<file path="config.mk">
export PLATFORM = sky130hd
export DESIGN_NAME = pc_sequencer
export DESIGN_NICKNAME = d
export VERILOG_FILES = /design/src/rtl/pc_sequencer_pkg.sv /design/src/rtl/pc_sequencer_sat_counter.sv /design/src/rtl/pc_sequencer.sv
export SDC_FILE = /design/constraint.sdc
export NUM_CORES = 1
export LEC_CHECK = 0
export BUFFER_PORTS_ARGS = -buffer_cell sky130_fd_sc_hd__buf_2
export CELL_PAD_IN_SITES_DETAIL_PLACEMENT = 1
export CELL_PAD_IN_SITES_GLOBAL_PLACEMENT = 2
export CORE_ASPECT_RATIO = 0.75
export CORE_MARGIN = 1.5
export CORE_UTILIZATION = 18
export CTS_CLUSTER_DIAMETER = 40
export CTS_CLUSTER_SIZE = 24
export DETAILED_ROUTE_END_ITERATION = 8
export PLACE_DENSITY_LB_ADDON = 0.1
export SYNTH_ARGS = -nofsm -noshare
export SYNTH_HDL_FRONTEND = slang
export SYNTH_SLANG_ARGS = --single-unit
export TNS_END_PERCENT = 10
</file>
<file path="constraint.sdc">
create_clock -name clk -period 1.9 [get_ports clk]
set_clock_uncertainty 0.1 [all_clocks]
set_input_delay 0.19 -clock clk [delete_from_list [all_inputs] [get_ports clk]]
set_output_delay 0.19 -clock clk [all_outputs]
set_load 0.1 [all_outputs]
</file>
<file path="src/rtl/pc_sequencer_pkg.sv">
// Shared types for the fetch-stage next-PC controller.
// Holds the sequencer state encoding and the PC register hold-control codes.
// No logic lives here; import with pc_sequencer_pkg::*.
package pc_sequencer_pkg;

  typedef enum logic [1:0] {
    RUN      = 2'd0,
    STALL    = 2'd1,
    REDIRECT = 2'd2,
    HALTED   = 2'd3
  } seq_state_t;

  localparam logic [1:0] PC_NOP_UPDATE = 2'b00;
  localparam logic [1:0] PC_NOP_STALL  = 2'b01;
  localparam logic [1:0] PC_NOP_HALT   = 2'b10;

  // Width of the redirect shadow counter; covers flush lengths up to 3.
  localparam int CNT_W = 2;

endpackage

</file>
<file path="src/rtl/pc_sequencer_sat_counter.sv">
// Saturating event counter: counts cycles with inc high, sticks at all-ones.
// Latency: count reflects an increment one clock after inc.
// Backpressure: none; inc is sampled every cycle.
module sat_counter #(
  parameter int W = 16
) (
  input  logic         clk,
  input  logic         reset,
  input  logic         inc,
  output logic [W-1:0] count
);

  // Increment on request unless already saturated.
  always_ff @(posedge clk or posedge reset) begin
    if (reset) begin
      count <= '0;
    end else if (inc && (count != '1)) begin
      count <= count + W'(1);
    end
  end

endmodule

</file>
<file path="src/rtl/pc_sequencer.sv">
// Next-PC controller: picks sequential/branch/jump address, drives PC hold and flushes.
// Latency: combinational; redirect target appears on pc_next in the request cycle.
// Backpressure: stall_req/halt hold the PC via pc_nop. Optional perf counters: PC_SEQUENCER_PERF_EN.
module pc_sequencer
  import pc_sequencer_pkg::*;
#(
  parameter int                ADDR_W       = 16,
  parameter logic [ADDR_W-1:0] RESET_VECTOR = '0,
  parameter int                FLUSH_CYCLES = 2
) (
  input  logic              clk,
  input  logic              reset,
  input  logic [ADDR_W-1:0] pc_current,
  input  logic              stall_req,
  input  logic              branch_taken,
  input  logic [ADDR_W-1:0] branch_target,
  input  logic              jump,
  input  logic [ADDR_W-1:0] jump_target,
  input  logic              halt,
  input  logic              resume,
  output logic [ADDR_W-1:0] pc_next,
  output logic [1:0]        pc_nop,
  output logic              flush_if_id,
  output logic              flush_id_ex,
  output logic [1:0]        seq_state
`ifdef PC_SEQUENCER_PERF_EN
  ,
  output logic [15:0]       perf_stall_cnt,
  output logic [15:0]       perf_redirect_cnt
`endif
);

  localparam logic [ADDR_W-1:0] PC_ONE     = ADDR_W'(1);
  localparam logic [CNT_W-1:0]  FLUSH_LOAD = CNT_W'(FLUSH_CYCLES - 1);
  localparam bit                MULTI_FLUSH = (FLUSH_CYCLES > 1);

  seq_state_t         state, state_nxt;
  logic [CNT_W-1:0]   cnt, cnt_nxt;
  logic [ADDR_W-1:0]  pc_inc;
  logic [ADDR_W-1:0]  redir_target;
  logic               redir_req;
  logic               take_redirect;

  // Jump outranks branch when both resolve in the same cycle.
  assign pc_inc       = pc_current + PC_ONE;
  assign redir_req    = jump | branch_taken;
  assign redir_target = jump ? jump_target : branch_target;
  assign seq_state    = state;

  // Next-state and output decode; reset overrides outputs so nothing leaks while held.
  always_comb begin
    state_nxt     = state;
    cnt_nxt       = cnt;
    pc_next       = pc_inc;
    pc_nop        = PC_NOP_UPDATE;
    flush_if_id   = 1'b0;
    flush_id_ex   = 1'b0;
    take_redirect = 1'b0;

    case (state)
      RUN: begin
        if (halt) begin
          pc_nop    = PC_NOP_HALT;
          pc_next   = pc_current;
          state_nxt = HALTED;
        end else if (redir_req) begin
          take_redirect = 1'b1;
        end else if (stall_req) begin
          pc_nop    = PC_NOP_STALL;
          pc_next   = pc_current;
          state_nxt = STALL;
        end
      end
      STALL: begin
        // A redirect squashes the stalled instruction, so it wins over the stall.
        if (redir_req) begin
          take_redirect = 1'b1;
        end else if (stall_req) begin
          pc_nop  = PC_NOP_STALL;
          pc_next = pc_current;
        end else begin
          state_nxt = RUN;
        end
      end
      REDIRECT: begin
        // Requests here come from squashed instructions and are dropped.
        flush_if_id = 1'b1;
        if (cnt <= CNT_W'(1)) begin
          cnt_nxt   = '0;
          state_nxt = RUN;
        end else begin
          cnt_nxt = cnt - CNT_W'(1);
        end
      end
      HALTED: begin
        if (!resume) begin
          pc_nop  = PC_NOP_HALT;
          pc_next = pc_current;
        end else begin
          state_nxt = RUN;
        end
      end
      default: begin
        state_nxt = RUN;
      end
    endcase

    if (take_redirect) begin
      pc_next     = redir_target;
      pc_nop      = PC_NOP_UPDATE;
      flush_if_id = 1'b1;
      flush_id_ex = 1'b1;
      if (MULTI_FLUSH) begin
        cnt_nxt   = FLUSH_LOAD;
        state_nxt = REDIRECT;
      end else begin
        cnt_nxt   = '0;
        state_nxt = RUN;
      end
    end

    if (reset) begin
      pc_next     = RESET_VECTOR;
      pc_nop      = PC_NOP_UPDATE;
      flush_if_id = 1'b0;
      flush_id_ex = 1'b0;
    end
  end

  // State and redirect shadow counter.
  always_ff @(posedge clk or posedge reset) begin
    if (reset) begin
      state <= RUN;
      cnt   <= '0;
    end else begin
      state <= state_nxt;
      cnt   <= cnt_nxt;
    end
  end

`ifdef PC_SEQUENCER_PERF_EN
  // flush_id_ex pulses exactly once per accepted redirect, so it doubles as the event.
  sat_counter #(.W(16)) u_stall_cnt (
    .clk   (clk),
    .reset (reset),
    .inc   (pc_nop == PC_NOP_STALL),
    .count (perf_stall_cnt)
  );

  sat_counter #(.W(16)) u_redirect_cnt (
    .clk   (clk),
    .reset (reset),
    .inc   (flush_id_ex),
    .count (perf_redirect_cnt)
  );
`endif

endmodule

</file>
==> results of run 1 <==
kinds of logic after synthesis:
group                    share of synthesized area (%)
XOR/XNOR                                          8.13
flip-flops                                        9.29
AO/OA/AOI/OAI                                     37.6
adder cells (fa/ha/maj)                           1.16
multiplexers                                      3.95
AND/OR/NAND/NOR                                   33.5
buffers and inverters                             6.39
through the flow:
stage	std cells	instance area [sq um]	setup slack [ns]	utilization, %	TNS, ns
floorplan	157	1380	-0.907	-	-14.83
global placement	357	2480	-0.405	42.8	-4.32
detailed placement	357	2480	-0.401	42.8	-5.28
CTS	361	2630	-0.451	45.4	-6.88
global route	363	2690	-0.539	46.3	-8.21
finish	363	2690	-0.488	46.3	-6.99
power by group:
part	total [mW]	internal, mW	switching [mW]	leakage (nW)
Clock	0.177	0.135	0.0425	0.0216
Sequential	0.188	0.134	0.0539	0.0472
Combinational	3.10	1.24	1.86	1.02
Total	3.47	1.51	1.96	1.09
worst register-to-register path, cell delays in order (launching register included):
cell and delay [ns]:
dfrtp_4 0.43, nor2b_4 0.06, buf_4 0.13, buf_4 0.13, nor3_4 0.32, buf_4 0.21, nor3b_1 0.05
layer usage:
layer / vias to the layer above / part of all wire [%] / GRT usage [%]
met2: 45 / 51 / 32.8
met3: 6 / 3.6 / 2.07
li1: 849 / - / -
met5: - / 0 / 0
met4: 0 / 1.1 / 3.42
met1: 802 / 44 / 21.4
cell type report:
type	instances	area, sq um	share of cell area [%]
Clock buffer	3	41.3	1.54
Inverter	1	3.75	0.140
Multi-Input combinational cell	139	1260	47.1
Sequential cell	4	108	4.01
Tap cell	78	97.6	3.63
Timing Repair Buffer	138	1170	43.6
worst paths after layout:
path                         startpoint      endpoint  slack, ns  depth (start not counted)
hold reg to reg                  cnt[0]        cnt[0]       0.40                          2
setup / recovery           seq_state[0]   pc_next[14]      -0.49                          7
hold / removal                    reset  seq_state[0]        0.1                          3
max in group asynchronous         reset  seq_state[1]       1.40                          3
setup reg to reg           seq_state[0]        cnt[1]       0.35                          6
min in group clk           branch_taken  seq_state[1]       0.31                          4
sequential cells by signal, summed over array words and instances (netlist names):
| name | flops |
|---|---|
| cnt | 2 |
| seq_state | 2 |
cell usage after synthesis, drive strengths merged (5+ instances only):
master | count | share of area, %
a211oi | 24 | 18
a31oi | 5 | 2.9
buf | 8 | 4.3
clkbuf | 5 | 1.7
nand2 | 11 | 3.8
nand3 | 8 | 3.7
nor2 | 11 | 4.1
nor2b | 15 | 8.7
nor3 | 6 | 2.8
o21ai | 10 | 4.6
xor2 | 9 | 7.3
repair_timing:
item	in CTS	in global routing
hold buffers	0	0
setup buffers	1	2
setup endpoints to repair	20	20
hold endpoints to repair	0	0
gates resized for setup	26	9
pin swaps	3	3
==> results list, run 1 <==
- Result of the run: finished with violations
- Failing checks: setup timing
- After the last flow step, the layout net total stands at 343.
* Total buffers and inverters traversed by the critical path: 3
- The die covers between 6000 and 7000 sq um.
- Wire per inst: ~15 um
- In this run the deepest clock path goes through 2 buffers.
* Number of endpoints with negative hold slack in the final report: 0
- The analysis attributes to cell leakage a power of about 1.1 nW.
* Setup CP Type: flop to output port
* Number of diodes added for antenna fixing: 0
* Number of fill cells in the layout: approximately 680
- Routed wire length: about 5500 um
- From bottom edge to top edge, the die measures approximately 70 um.
- Setup repair after global routing could not meet its margin everywhere.
- Of the cells placed in the final design, the portion with a size suffix greater than 1 is between 60% and 70%.
- Tmin final: between 2 and 2.5 ns
* Smallest setup slack after layout: -0.488 ns
* Fraction of the yosys area taken by sequential cells: 9.29%
- Total power for the finished layout comes to roughly 3.5 mW.
- Across the run, the number of max-cap violations was 0.
* VDD IR-drop max: 0.000536 V
- The top cell types in the final layout, fill and taps aside, are 58 x buf_4, 56 x buf_2, 21 x buf_12.
- The min-delay analysis places its worst path in the category input port to async pin.
- Using the TritonRoute via totals, the vias-per-cell ratio works out to 4.69.
- Detailed Place HPWL: roughly 4600 um
* CP peak stage delay: ~0.53 ns
- The via count of the first global-routing pass was 1946.
* Number of antenna violations at the first check in global routing: 0
- Post-synth top flop: dfrtp_1
- On the critical path the largest part of the delay comes from simple AND/OR/NAND/NOR gates.
- First-pass GRT wire length: roughly 9000 um
- Final hold analysis gives a worst-case slack of ~0.096 ns.
- In this run the standard cell core region covers 5800 sq um.
- Worst rel slew slack: between 60% and 70%
- Library cell appearing most often on the critical path: buf_4
- From synthesis to final layout, the design area changed by 149%.
- The pre-antenna-repair detailed-routing pass consisted of 4 iterations.
- The floorplan step set the die width to approximately 92 um.
* Number of nets with antenna violations after detailed routing: 0
* Cell chain of the critical path: nor2b_4 > buf_4 > buf_4 > nor3_4 > or4_4 > a31oi_4 > buf_12
* DRC violation count after routing: 0
* EDFF count, synth: 0
* Slew Limit Fails: 0
- TritonCTS built the clock tree.
- Clock-pin slew was measured on the worst setup and hold paths at about 0.030 ns.
- Cell at the root of the clock tree: clkbuf_8
* Number of buffers inserted by port buffering: 76
- Total of flip-flops plus latches after synthesis: 4
- Number of clock sinks: 4
* Maximum number of pins on one net before global-route repair: 32
- On the critical path, the stage with the largest delay is an instance of or4_4.
* Total Routing Usage GR: between 15 and 20%
- Ports placed on the boundary: just under 80
* Mean area per synthesized cell: between 6 and 7 sq um
- For the worst-skew pair, the clock arrives at the later sink with an insertion delay of 0.21 ns.
- The initial utilization of the core area, before any placement, comes to between 10% and 20%.
- In this run the power density over the cells is about 1300 nW/um^2.
- Detailed Route Iter0 Violations: 20
* Transition time at the pin with the least slew margin: approximately 0.49 ns
- Leading cell type in the layout, fill and taps excluded: buf_4
* Required time of the critical path: ~1.6 ns
* CP max FO: 8
- Maximum level of the CTS H-tree: 1
- In this run, CTS created clock tree buffers numbering 3.
- Capturing element type of the critical path: output port
* Routability cong.: slightly below 0.8
- For this run, asynchronously set or reset flops after synthesis account for 100%.
- In the synthesized netlist, the number of instances is between 150 and 200.
- The routed layout has 1702 vias.
- Final worst path period share: 126%
- After synthesis the cells add up to around 1100 sq um.
* Final count of negative-setup-slack endpoints: 19
* Startpoint type of the worst setup path: flop
- For this run the aggregate overflow at the end of global routing stands at 0.
- Count of cell types in the netlist: 41
- After floorplanning, the core was divided into 24 placement rows.
* Number of nets in the synthesized netlist: around 210
* Count of synthesis-stage warnings from yosys: 0
* Data arrival time of the critical path: about 2.1 ns
* Achievable Freq: 419 MHz
(Power assumes the default switching activity.)
==> inputs of run 2 (changes only) <==
- ABC_AREA: unset -> 1
==> run 2 against run 1 <==
  * The flow still finishes with violations (setup timing)
  * Clock-buffer cell count is the same
  * Setup slack gained 0.15 ns
  * Global-route usage grew 0.75 points
  * Via count grew 25%
==> results list, run 2 <==
- After Yosys synthesis, full adders, half adders and majority gates account for 0.935% of the synthesized area.
- Global routing finished with a remaining overflow of 0.
* WL met1: about 3600 um
* Required time of the critical path: 1.61 ns
* Die outline height: just under 80 um
* Largest area contributor in the synthesized netlist: nand2_1
- Slew Limit Fails: 0
- Cell chain of the critical path: inv_4 > nand2_4 > nand2_4 > nor2_4 > nor2_4 > nand2_2 > o21ai_2 > inv_1 > a21oi_2 > buf_12
- Ranked by instance count, the synthesized netlist is headed by 63 x nand2_1, 37 x nor2_1, 31 x inv_1.
- The number of antenna diodes in the final layout is 0.
* Sequential Area: around 110 sq um
- Across the VDD grid, the largest voltage drop is approximately 0.00057 V.
- On the critical path the largest part of the delay comes from simple AND/OR/NAND/NOR gates.
* CP max FO: 6
* Post-Syn Instances: 251
- Slowest stage cell, crit path: dfrtp_4
- Startpoint type of the worst setup path: flop
- Ratio of routed vias to standard cells: about 4.4
* Leakage power total: 1.42 nW
- The count of nets left with antenna violations once routing finished came out at 0.
* Capturing element type of the critical path: output port
- Of the total synthesized cell area, the portion taken by XOR and XNOR cells is less than 1%.
- In this run the number of H-tree levels came out at 1.
- Multiplexer cells account for 6.73% of the synthesized area.
* Final core utilization: approximately two fifths
* Area inside the core boundary: between 7000 and 8000 sq um
- After synthesis, the netlist uses 28 different library cells.
* Share of synthesized cell area in and, or, nand and nor gates: a little under three fifths
- The count of buffers added on input and output ports is 76.
- The initial antenna violation count came to 0.
- Data arrival time of the critical path: approximately 2.0 ns
- For this run, the total global-route usage over all layers was measured as a little under a fifth.
- The synthesized design contains 4 register bits.
- The flow ran to the end, but the final reports show violations.
* Leading cell type in the layout, fill and taps excluded: buf_2
* Failing checks: setup timing
* Number of nets in the synthesized netlist: a little over 300
- Setup repair after global routing could not meet its margin everywhere.
- By area, the combinational part of the netlist is dominated by simple AND/OR/NAND/NOR gates.
- Yosys attributes the largest share of cell area to nand2_1 18%, nor2_1 10%, nand3_1 9.7%.
* Setup TNS: -4.63 ns
* Synth Area in Compound Gates: between 15 and 20%
- At the pin with the least slew margin, the transition time is 0.488 ns.
* Detailed Place HPWL: roughly 6100 um
- Total power divided by cell area: about 1400 nW/um^2
* Smallest setup slack after layout: -0.337 ns
- Share of layout cells above drive strength 1: approximately 50%
* Internal power: ~1.5 mW
- Yosys mapped a number of flops with a built-in enable equal to 0.
- Initial Utilization: about 18%
* Ports placed on the boundary: between 70 and 80
- The final layout contains routed wiring with a total length of a little over 7000 um.
* Number of clock sinks: 4
- Power share of the combinational group: about nine tenths
- Cell at the root of the clock tree: clkbuf_8
* Post-synth top flop: dfrtp_1
- Number of fill cells in the layout: ~950
* Clk pin slew, worst setup/hold paths: 0.04 ns
- After detailed routing, no signal wire sits above met3.
- Summed over all nets, wire length on met2 after detailed routing comes to between 3000 and 4000 um.
- Measured along the x axis, the die boundary spans around 100 um.
- Sequential cell fraction of total power: about 5%
- Of the synthesized area, sequential elements account for 7.48%.
- Final worst path period share: 118%
- The floorplan step defined a die boundary enclosing approximately 8000 sq um.
- Detailed Route Iter0 Violations: 92
* Setup CP Type: flop to output port
* Net Sw Frac: 60.0%
- For the worst-skew pair, the clock arrives at the later sink with an insertion delay of approximately 0.22 ns.
- The via count of the first global-routing pass came to approximately 2100.
- CTS tree: built
* Routability cong.: 0.914
* Mapped cell area: 1340 sq um
* Top library cells by usage in the layout, fill and taps aside: 56 x buf_2, 55 x nand2_1, 46 x buf_4
* Worst rel slew slack: about two thirds
- First-pass GRT wire length: roughly 11000 um
* Total buffers and inverters traversed by the critical path: 3
* Total vias in the final route: around 2100
* CP peak stage delay: about 0.50 ns
- The first detailed-routing pass took 4 iterations.
* DRC violation count after routing: 0
* Achievable Freq: between 400 and 500 MHz
- Maximum clock path buffer count: 2
- Buffers inserted during clock tree synthesis total 3.
* Nets: 437
- For this run, the number of Yosys warnings is 0.
- Async set-or-reset flop fraction in the synthesized netlist: between 90% and 100%
- Of the post-synthesis cell area, the dominant cell type holds between 10% and 20%.
- NetSw: approximately 2.3 mW
- Post-synthesis to final-layout area growth: 111%
- Number of placement rows: 27
- Number of max-cap violations: 0
- The routed design uses about 480 um of met3 wire.
- Multi-input logic area: 1300 sq um
- Counting I/O delays and the setup requirement, the final critical path takes ~2.2 ns.
- Wire per inst: around 15 um
- Of the total power, the clock network draws under 10%.
* Type of the tightest min-delay check: input port to flop
- Mean area per synthesized cell: 5.33 sq um
* Dominant cell by count in the synthesized netlist: nand2_1
- The final-report hold violation count is 0.
- Final count of negative-setup-slack endpoints: 18
- Entering global routing, the biggest net connects 19 pins.
[run 2: metrics by stage]
step / hold WS (ns) / instances / setup slack (ns) / power [mW] / instance area, sq um
detailed placement: 0.181 / 471 / -0.0952 / 3.47 / 2650
floorplan: -0.105 / 251 / -0.956 / 2.12 / 1490
global route: 0.361 / 480 / -0.409 / 4.07 / 2820
finish: 0.341 / 480 / -0.337 / 3.85 / 2820
global placement: 0.179 / 471 / -0.107 / 3.46 / 2650
CTS: 0.316 / 475 / -0.343 / 3.70 / 2710
[run 2: power by group through the flow]
stage                     clock network, mW  logic (mW)  registers, mW
final                                 0.182        3.47          0.197
after global routing                  0.194        3.67          0.206
after CTS                             0.185        3.33          0.187
after detailed placement                  0        3.29          0.188
after global placement                    0        3.27          0.187
after floorplan                           0        1.79          0.338
[run 2: cell type report]
type / count / area share [%]
inverters: 36 / 5.32
well taps: 101 / 4.48
clock buffers: 3 / 1.46
repair buffers: 127 / 39.0
multi-input cells: 209 / 46.0
flip-flops and latches: 4 / 3.82
[run 2: tightest hold or removal path, stage by stage]
cell	delay (ns)
buf_2	0.13
nand3_2	0.10
buf_4	0.10
nand4_1	0.07
[run 2: layer usage]
metal / GRT usage (%) / vias up
met1: 28.2 / 985
met3: 3.96 / 0
met4: 1.10 / 0
met5: 0 / -
li1: - / 1091
met2: 26.7 / 59
[run 2: timing repair]
item | CTS | global route
hold endpoints to repair | 4 | 0
hold buffers | 1 | 0
gates resized for setup | 9 | 24
endpoints found under the setup margin | 19 | 20
pin swaps | 1 | 10
buffers inserted | 0 | 5
[run 2: cell families (layout without fill, tap and decap cells)]
group,Yosys count,count (layout)
buf+inv,38,166
xor+xnor,1,1
fa+ha+maj,1,1
simple gates,156,156
mux,9,9
compound gates,42,42
flops,4,4
[run 2: worst paths after layout]
kind / start / end / slack [ns] / cells after the start
worst max register to register: seq_state[0] / cnt[0] / 0.34 / 8
min in group asynchronous: reset / seq_state[0] / 0.62 / 4
worst max-delay path: seq_state[0] / pc_next[15] / -0.34 / 10
worst min-delay path: halt / seq_state[1] / 0.34 / 4
max in group asynchronous: reset / seq_state[1] / 0.83 / 4
worst min register to register: cnt[0] / cnt[0] / 0.42 / 1
